**src/rtl/lsu_pkg.sv**
```systemverilog
// Shared types and constants for the load/store unit: access size encodings,
// default bus/memory dimensions and the controller state type.
package lsu_pkg;

  localparam int BUS_WIDTH = 32;
  localparam int MEM_BYTES = 256;

  localparam logic [1:0] WORD      = 2'b10;
  localparam logic [1:0] HALF_WORD = 2'b01;
  localparam logic [1:0] BYTE      = 2'b00;

  typedef enum logic [2:0] {
    IDLE,
    CHECK,
    ACCESS,
    SPLIT,
    RESP
  } lsu_state_e;

  // Index of the last byte touched by an access (nbytes - 1); 2'b11 behaves as a word.
  function automatic logic [1:0] size_last_byte(input logic [1:0] size);
    case (size)
      BYTE:      return 2'd0;
      HALF_WORD: return 2'd1;
      default:   return 2'd3;
    endcase
  endfunction

endpackage

```
**src/rtl/lsu_extend.sv**
```systemverilog
// Combinational helper: merges a freshly read byte into the partial load result
// and applies sign/zero extension for sub-word loads.
module lsu_extend
  import lsu_pkg::*;
#(
  parameter int DW = lsu_pkg::BUS_WIDTH
) (
  input  logic [DW-1:0] result_in,
  input  logic [7:0]    byte_in,
  input  logic [1:0]    byte_idx,
  input  logic [1:0]    size,
  input  logic          sz_ex,
  output logic [DW-1:0] assembled,
  output logic [DW-1:0] extended
);

  always_comb begin
    assembled = result_in;
    assembled[{byte_idx, 3'b000} +: 8] = byte_in;
  end

  // Split word loads already hold every byte, so only sub-word sizes are extended.
  always_comb begin
    case (size)
      HALF_WORD: extended = {{(DW-16){sz_ex & assembled[15]}}, assembled[15:0]};
      BYTE:      extended = {{(DW-8){sz_ex & assembled[7]}}, assembled[7:0]};
      default:   extended = assembled;
    endcase
  end

endmodule

```
**src/rtl/load_store_unit.sv**
```systemverilog
// Load/store unit: accepts one core request at a time, range-checks it, then issues
// either a single aligned memory access or a sequence of byte accesses.
module load_store_unit
  import lsu_pkg::*;
#(
  parameter int BUS_WIDTH = lsu_pkg::BUS_WIDTH,
  parameter int MEM_BYTES = lsu_pkg::MEM_BYTES
) (
  input  logic                 clk,
  input  logic                 rst,

  input  logic                 req_valid,
  output logic                 req_ready,
  input  logic                 req_wr,
  input  logic [BUS_WIDTH-1:0] req_addr,
  input  logic [BUS_WIDTH-1:0] req_wdata,
  input  logic [1:0]           req_size,
  input  logic                 req_sz_ex,

  output logic                 resp_valid,
  output logic [BUS_WIDTH-1:0] resp_rdata,
  output logic                 resp_err,

  output logic [BUS_WIDTH-1:0] mem_address,
  output logic [BUS_WIDTH-1:0] mem_data_in,
  output logic                 mem_wr_en,
  output logic [1:0]           mem_size,
  output logic                 mem_sz_ex,
  input  logic [BUS_WIDTH-1:0] mem_data_out
);

  lsu_state_e state_q, state_d;

  logic [BUS_WIDTH-1:0] addr_q, addr_d;
  logic [BUS_WIDTH-1:0] wdata_q, wdata_d;
  logic [BUS_WIDTH-1:0] result_q, result_d;
  logic [1:0]           size_q, size_d;
  logic                 sz_ex_q, sz_ex_d;
  logic                 wr_q, wr_d;
  logic [1:0]           cnt_q, cnt_d;

  logic                 req_ready_q, req_ready_d;
  logic                 resp_valid_q, resp_valid_d;
  logic [BUS_WIDTH-1:0] resp_rdata_q, resp_rdata_d;
  logic                 resp_err_q, resp_err_d;
  logic [BUS_WIDTH-1:0] mem_address_q, mem_address_d;
  logic [BUS_WIDTH-1:0] mem_data_in_q, mem_data_in_d;
  logic                 mem_wr_en_q, mem_wr_en_d;
  logic [1:0]           mem_size_q, mem_size_d;
  logic                 mem_sz_ex_q, mem_sz_ex_d;

  logic [1:0]           last_idx;
  logic [1:0]           cnt_next;
  logic [BUS_WIDTH:0]   end_addr;
  logic                 range_err;
  logic                 aligned;
  logic [BUS_WIDTH-1:0] split_word;
  logic [BUS_WIDTH-1:0] split_rdata;

  // One extra bit on the end address so accesses near the top of the space cannot wrap.
  always_comb begin
    last_idx  = size_last_byte(size_q);
    cnt_next  = cnt_q + 2'd1;
    end_addr  = {1'b0, addr_q} + {{(BUS_WIDTH-1){1'b0}}, last_idx};
    range_err = (end_addr >= (BUS_WIDTH+1)'(MEM_BYTES));
    aligned   = (size_q == BYTE)
             || ((size_q == HALF_WORD) && !addr_q[0])
             || ((size_q == WORD) && (addr_q[1:0] == 2'b00));
  end

  lsu_extend #(
    .DW(BUS_WIDTH)
  ) u_extend (
    .result_in (result_q),
    .byte_in   (mem_data_out[7:0]),
    .byte_idx  (cnt_q),
    .size      (size_q),
    .sz_ex     (sz_ex_q),
    .assembled (split_word),
    .extended  (split_rdata)
  );

  always_comb begin
    state_d       = state_q;
    addr_d        = addr_q;
    wdata_d       = wdata_q;
    size_d        = size_q;
    sz_ex_d       = sz_ex_q;
    wr_d          = wr_q;
    cnt_d         = cnt_q;
    result_d      = result_q;
    resp_valid_d  = 1'b0;
    resp_err_d    = 1'b0;
    resp_rdata_d  = '0;
    mem_address_d = mem_address_q;
    mem_data_in_d = mem_data_in_q;
    mem_size_d    = mem_size_q;
    mem_sz_ex_d   = mem_sz_ex_q;
    mem_wr_en_d   = 1'b0;

    case (state_q)
      IDLE: begin
        if (req_valid) begin
          addr_d   = req_addr;
          wdata_d  = req_wdata;
          size_d   = req_size;
          sz_ex_d  = req_sz_ex;
          wr_d     = req_wr;
          cnt_d    = 2'd0;
          result_d = '0;
          state_d  = CHECK;
        end
      end

      CHECK: begin
        if (range_err) begin
          state_d      = RESP;
          resp_valid_d = 1'b1;
          resp_err_d   = 1'b1;
        end else if (aligned) begin
          state_d       = ACCESS;
          mem_address_d = addr_q;
          mem_size_d    = size_q;
          mem_sz_ex_d   = sz_ex_q;
          mem_data_in_d = wdata_q;
          mem_wr_en_d   = wr_q;
        end else begin
          state_d       = SPLIT;
          cnt_d         = 2'd0;
          mem_address_d = addr_q;
          mem_size_d    = BYTE;
          mem_sz_ex_d   = 1'b0;
          mem_data_in_d = {{(BUS_WIDTH-8){1'b0}}, wdata_q[7:0]};
          mem_wr_en_d   = wr_q;
        end
      end

      ACCESS: begin
        state_d      = RESP;
        resp_valid_d = 1'b1;
        if (!wr_q) begin
          result_d     = mem_data_out;
          resp_rdata_d = mem_data_out;
        end
      end

      // Each SPLIT cycle retires byte cnt_q and, unless it was the last, sets up the next one.
      SPLIT: begin
        if (!wr_q) begin
          result_d = split_word;
        end
        if (cnt_q == last_idx) begin
          state_d      = RESP;
          resp_valid_d = 1'b1;
          if (!wr_q) begin
            resp_rdata_d = split_rdata;
          end
        end else begin
          cnt_d         = cnt_next;
          mem_address_d = addr_q + {{(BUS_WIDTH-2){1'b0}}, cnt_next};
          mem_data_in_d = {{(BUS_WIDTH-8){1'b0}}, wdata_q[{cnt_next, 3'b000} +: 8]};
          mem_wr_en_d   = wr_q;
        end
      end

      RESP: begin
        state_d = IDLE;
      end

      default: begin
        state_d = IDLE;
      end
    endcase

    req_ready_d = (state_d == IDLE);
  end

  always_ff @(posedge clk) begin
    if (rst) begin
      state_q       <= IDLE;
      addr_q        <= '0;
      wdata_q       <= '0;
      size_q        <= WORD;
      sz_ex_q       <= 1'b0;
      wr_q          <= 1'b0;
      cnt_q         <= 2'd0;
      result_q      <= '0;
      req_ready_q   <= 1'b1;
      resp_valid_q  <= 1'b0;
      resp_rdata_q  <= '0;
      resp_err_q    <= 1'b0;
      mem_address_q <= '0;
      mem_data_in_q <= '0;
      mem_wr_en_q   <= 1'b0;
      mem_size_q    <= WORD;
      mem_sz_ex_q   <= 1'b0;
    end else begin
      state_q       <= state_d;
      addr_q        <= addr_d;
      wdata_q       <= wdata_d;
      size_q        <= size_d;
      sz_ex_q       <= sz_ex_d;
      wr_q          <= wr_d;
      cnt_q         <= cnt_d;
      result_q      <= result_d;
      req_ready_q   <= req_ready_d;
      resp_valid_q  <= resp_valid_d;
      resp_rdata_q  <= resp_rdata_d;
      resp_err_q    <= resp_err_d;
      mem_address_q <= mem_address_d;
      mem_data_in_q <= mem_data_in_d;
      mem_wr_en_q   <= mem_wr_en_d;
      mem_size_q    <= mem_size_d;
      mem_sz_ex_q   <= mem_sz_ex_d;
    end
  end

  // Gating with rst stops a write landing on the very edge that aborts an access.
  assign mem_wr_en   = mem_wr_en_q & ~rst;
  assign req_ready   = req_ready_q;
  assign resp_valid  = resp_valid_q;
  assign resp_rdata  = resp_rdata_q;
  assign resp_err    = resp_err_q;
  assign mem_address = mem_address_q;
  assign mem_data_in = mem_data_in_q;
  assign mem_size    = mem_size_q;
  assign mem_sz_ex   = mem_sz_ex_q;

endmodule

```
**config.mk**
```make
export PLATFORM = sky130hd
export DESIGN_NAME = load_store_unit
export DESIGN_NICKNAME = d
export VERILOG_FILES = /design/src/rtl/lsu_pkg.sv /design/src/rtl/lsu_extend.sv /design/src/rtl/load_store_unit.sv
export SDC_FILE = /design/constraint.sdc
export NUM_CORES = 1
export LEC_CHECK = 0
export ABC_AREA = 1
export ABC_CLOCK_PERIOD_IN_PS = 8300
export BUFFER_PORTS_ARGS = -buffer_cell sky130_fd_sc_hd__clkbuf_2
export CAP_MARGIN = 30
export CORE_ASPECT_RATIO = 0.6
export CORE_UTILIZATION = 45
export CTS_CLUSTER_DIAMETER = 200
export CTS_CLUSTER_SIZE = 16
export DETAILED_ROUTE_END_ITERATION = 8
export GPL_ROUTABILITY_DRIVEN = 1
export PLACE_DENSITY = 0.77
export SLEW_MARGIN = 20
export SYNTH_ARGS = -nofsm -noshare
export SYNTH_HDL_FRONTEND = slang
export SYNTH_SLANG_ARGS = --single-unit
```
**constraint.sdc**
```tcl
create_clock -name clk -period 8.3 [get_ports clk]
set_input_delay 0.83 -clock clk [delete_from_list [all_inputs] [get_ports clk]]
set_output_delay 0.83 -clock clk [all_outputs]
set_load 0.05 [all_outputs]
```
* Word level (Yosys, flattened, before mapping)
Index checks and enable logic that the tools add are counted.
Operators by class: $add $sub $neg 4, magnitude comparators 1, eq/ne operators 12, shift-type cells 3, multiplexer cells 36, bitwise logic cells 6, reductions and logical operators 18
Operator list (number):
- $mux 32 | 11
- $pmux 32 s2 | 4
- $pmux 32 s3 | 1
- $add 32x2->33 | 1
- $ge 33x9->1 const B | 1
- $add 32x2->32 | 1
- $bwmux 32 | 1
- $shift 8x7->32 const A | 1
- $shiftx 32x6->8 | 1
- $shiftx 8x7->32 | 1
- $ne 2x2->1 const B | 6
- $pmux 3 s4 | 1
- $mux 2 | 5
- $mux 3 | 3
- $neg 5->7 | 1
- $eq 3x2->1 const B | 2
- $logic_not 3->1 | 2
- $mux 1 | 6
- $pmux 2 s3 | 1
- $reduce_bool 3->1 | 2
- $reduce_and 5->1 | 1
- $logic_not 2->1 | 2
- $pmux 2 s2 | 1
- $reduce_and 2->1 | 2
- 16 further kinds | 22
Word-level totals: bits in registers 208, logic and storage cells 97

* Longest topological paths before layout
word-level depth 8, depth in mapped cells 23, depth with buffers taken out 20

* Hierarchy
A second synthesis with hierarchy kept.
Second synthesis, totals: cells, all modules 1500, area, all modules 10448.8 um^2
By module, submodules not included:
- load_store_unit | times used 1, cells each 1298, area an instance 9480.3 um^2, sequential area each 4164.0 um^2
- lsu_extend | times used 1, cells each 202, area an instance 968.4 um^2, sequential area each 0.0 um^2

* Least setup slack after synthesis
OpenSTA, ideal clock, no wires.
path type reg2reg, start point register cnt_q[0], end point register resp_rdata_q[24], in the netlist resp_rdata[24], setup time 0.070 ns, arrival 2.891 ns, data required time 8.230 ns, path slack 5.338 ns, stages on the path, launching flop included 14, path buffers 3, path through dfxtp_1 > clkbuf_1 > inv_1 > clkbuf_1 > ha_1 > clkinv_1 > nor3_2 > a22oi_1 > o311ai_1 > nand2_1 > inv_1 > buf_2 > nand2_1 > a21oi_1
Between the ends: word-level cells in the longest chain between the ends 8
RTL lines:
- start: declaration | line load_store_unit.sv:40 | logic [1:0] cnt_q, cnt_d;
- start signal: assignment | line load_store_unit.sv:204 | cnt_q <= cnt_d;
- $neg 5->7 | line lsu_extend.sv:19 | assembled[{byte_idx, 3'b000} +: 8] = byte_in;
- $shiftx 8x7->32 or $shift 8x7->32 (tied branches) | line lsu_extend.sv:19
- $bwmux 32 | line lsu_extend.sv:19
- $and 1x1->1 (on tied branches) | line lsu_extend.sv:26, lsu_extend.sv:25
- $pmux 32 s2 | line lsu_extend.sv:24 | case (size)
- $mux 32 | line load_store_unit.sv:155 | if (!wr_q) begin
- $mux 32 * | line load_store_unit.sv:152 | if (cnt_q == last_idx) begin
- $pmux 32 s2 * | line load_store_unit.sv:101 | case (state_q)
- end signal: assignment | line load_store_unit.sv:208 | resp_rdata_q <= resp_rdata_d;
- end: declaration | line load_store_unit.sv:44 | logic [BUS_WIDTH-1:0] resp_rdata_q, resp_rdata_d;
Every way passes the cells marked *; elsewhere a longest branch is shown, timed or not. A chain may end at the register's enable or synchronous reset.

* Final worst setup path
start point register size_q[1], end point register mem_address_q[17], in the netlist mem_address[17]
Between the ends: word-level cells in the longest chain between the ends 6
RTL lines:
- start: declaration | line load_store_unit.sv:37 | logic [1:0] size_q, size_d;
- start signal: assignment | line load_store_unit.sv:201 | size_q <= size_d;
- $eq 2x1->1 or $logic_not 2->1 (tied branches) | line lsu_pkg.sv:22 | case (size)
- $pmux 2 s2 * | line lsu_pkg.sv:22
- $add 32x2->33 | line load_store_unit.sv:64 | end_addr = {1'b0, addr_q} + {{(BUS_WIDTH-1){1'b0}}, last_idx};
- $ge 33x9->1 | line load_store_unit.sv:65 | range_err = (end_addr >= (BUS_WIDTH+1)'(MEM_BYTES));
- $ne 2x2->1 (no source line)
- $reduce_and 3->1 (no source line) *
- end signal: assignment | line load_store_unit.sv:210 | mem_address_q <= mem_address_d;
- end: declaration | line load_store_unit.sv:46 | logic [BUS_WIDTH-1:0] mem_address_q, mem_address_d;
Marked as above.

==> results.cfg <==
[run_status]
status = finished clean

[yosys]
synth_cell_types = 40
avgSynthCellArea_sq_um = 6.94
synth_top_cell_area_share = 0.412
synth_edf_count = 0
syn_inst = 1456
ys_seq_area_frac = 0.412
netlist_area_sq_mm = 0.0101
syn_nets = 1569
ys_async_sr_fraction = 0
yosysMostFrequentCell = nand2_1
yosys.area.top_type = dfxtp_1
ys.flop_type = dfxtp_1
synth_warnings = 0
ys_seq_elements = 208
yosys-top-cells-count = 332 x nand2_1, 252 x nor2_1, 208 x dfxtp_1
synthTopCellsByArea = dfxtp_1 41%, nand2_1 12%, nor2_1 9.4%

[power]
p_sw_mw = 0.542
powerDensity_mw_per_mm2 = 174
pwr-share-clk = 0.352
p_int_mw = 1.48
irDropWorstVdd_mv = 0.112
seqPwrFrac = 0.537
p_sw_frac = 0.268
power_leakage_nw = 4.98
combPwrFrac = 0.110

[cts]
post_cts_buffers = 0
ctsLongestPathBuffers = 3
cts_buffers = 16
cts_resized = 0
cts_sinks = 208
htree_levels = 1
clk_latency_ns = 0.49
postCtsHoldBufs = 0
root_buffer = clkbuf_16
cts_tree = done
cts.clk_slew.worst_paths_ns = 0.08

[grt]
grt_max_degree = 98
grt-ovfl-total = 0
grt_pass1_vias = 8869
antenna_found_initial = 0
grt_pass1_wl_um = 49900
grt_usage = 0.274

[timing]
clock_skew_ns = 0.0158
worst_pin_slew_ns = 0.915
slew_violations = 0
setup_ws_ns = 4.17
period_minus_slack_ns = 4.13
fmaxAchievable_ghz = 0.242
fin_setup_tns_ns = 0
rsz0062_at_grt = false
slew_headroom = 0.390
finalHoldViolations = 0
setup_viol = 0
final.period_utilization = 0.498

[drt]
drc_errors = 0
drt_iter0_drc = 1001
vias_per_cell = 5.34
firstDrtPassIters = 6
wire_per_inst_um = 17.1
ant_nets = 0
num_vias = 10200
routed_wl_um = 32500

[finish]
drive_gt1_frac = 0.181
num-nets-final = 1732
syn2layout_area_growth_pct = 15.3
n_antenna_cell = 0
instances_no_fill = 1904

[critical_path]
cp.required_ns = 8.67
cp-start-kind = flop
crit_type = reg -> reg
cp.arrival_ns = 4.50
end_kind = flop
cp_max_fo = 70

[flow_run]
drv_cap = 0

[min_path]
hold_path_class = reg -> reg

[placement]
place.detailed.hpwl_um = 23800
placed_cells = 1886
place_ws_ns = 4.21
portBuffers = 205
place_congestion = 0.943

[die]
initial_core_util = 0.459
die_width_um = 195
coreArea_sq_mm = 0.0220
dieArea_sq_mm = 0.0231
rows = 42
dieHeight_um = 118
ios = 206
## state kept, by name, indices dropped and copies added, names as in the netlist, 2 cells and up
| signal | flops |
|---|---|
| wdata_q | 32 |
| mem_data_in | 32 |
| addr_q | 32 |
| cnt_q | 2 |
| size_q | 2 |
| state_q | 3 |
| resp_rdata | 32 |
| mem_address | 32 |
| mem_size | 2 |
| result_q | 32 |
## path summary, 6_finish.rpt
check | slack [ns] | to | depth (start not counted) | start
worst max-delay path | 4.17 | mem_address[17] | 19 | size_q[1]
worst min-delay path | 0.46 | wdata_q[0] | 2 | wdata_q[0]
worst max register to register | 4.17 | mem_address[17] | 19 | size_q[1]
worst min register to register | 0.46 | wdata_q[0] | 2 | wdata_q[0]
## metrics by stage
step           utilization  power, mW  hold slack [ns]  instance area, sq um
2_1_floorplan            -       1.25            0.430                 10100
3_3_place_gp         0.509       1.33            0.439                 11200
3_5_place_dp         0.510       1.33            0.448                 11200
4_1_cts              0.529       2.03            0.459                 11600
5_1_grt              0.529       2.11            0.477                 11700
6_report             0.529       2.02            0.459                 11700
## worst max-delay path, stage by stage, from the launching register on
cell and delay [ns]:
dfxtp_1 0.91, nor2_1 0.42, inv_1 0.16, ha_1 0.18, ha_1 0.14, inv_1 0.04
nand2_1 0.12, nand2_1 0.14, nor2_1 0.25, nand3_1 0.11, nand2_1 0.09, nand2_1 0.05
nor2_1 0.10, nand2_1 0.10, nor2_4 0.19, nand3_4 0.12, nand2_4 0.53, nand2_1 0.14
nand2_1 0.09, nor2_1 0.06
## metal layers
layer	GRT usage	wire length, um
met2	0.355	12200
met5	0	0
met4	0.0394	369
met3	0.0476	3350
met1	0.461	16500
## area by class of cell
| type | count | area [sq um] |
|---|---|---|
| inverter | 116 | 437 |
| multi-input combinational | 1062 | 5170 |
| sequential | 208 | 4160 |
| fill | 2197 | 10400 |
| tap | 286 | 358 |
| clock buffer | 17 | 425 |
| timing repair buffer | 215 | 1100 |
## power groups by stage
stage / Sequential [mW] / Combinational (mW) / Clock (mW)
5_1_grt: 1.09 / 0.251 / 0.763
3_5_place_dp: 1.11 / 0.220 / 0
6_report: 1.09 / 0.223 / 0.713
2_1_floorplan: 1.09 / 0.152 / 0
3_3_place_gp: 1.11 / 0.218 / 0
4_1_cts: 1.08 / 0.222 / 0.726
## cells by family after synthesis
logic type                 synth area share
AOI/OAI and AO/OA                     0.181
xor gates and xnor gates             0.0277
adders and majority gates            0.0131
buffers and inverters                0.0780
DFF                                   0.412
and+or+nand+nor                       0.288
## cells in the final DEF (no fill, tap or decap), drive strengths merged
cell    synthesis  routed
a211oi          7       7
a21oi         140     140
a22oi          14      14
a31oi           3       3
a32oi           2       2
buf            21       9
clkbuf         49     223
clkinv          6       6
dfxtp         208     208
fa              1       1
ha              9       9
inv           110     110
nand2         354     354
nand3          39      39
nand3b          5       5
nand4           8       8
nor2          273     273
nor3           12      12
nor4            1       1
o211ai         10      10
o21a           23      23
o21ai         127     127
o21bai          1       1
o311ai          1       1
xnor2          13      13
xor2           19      19
(Power assumes the default switching activity.)
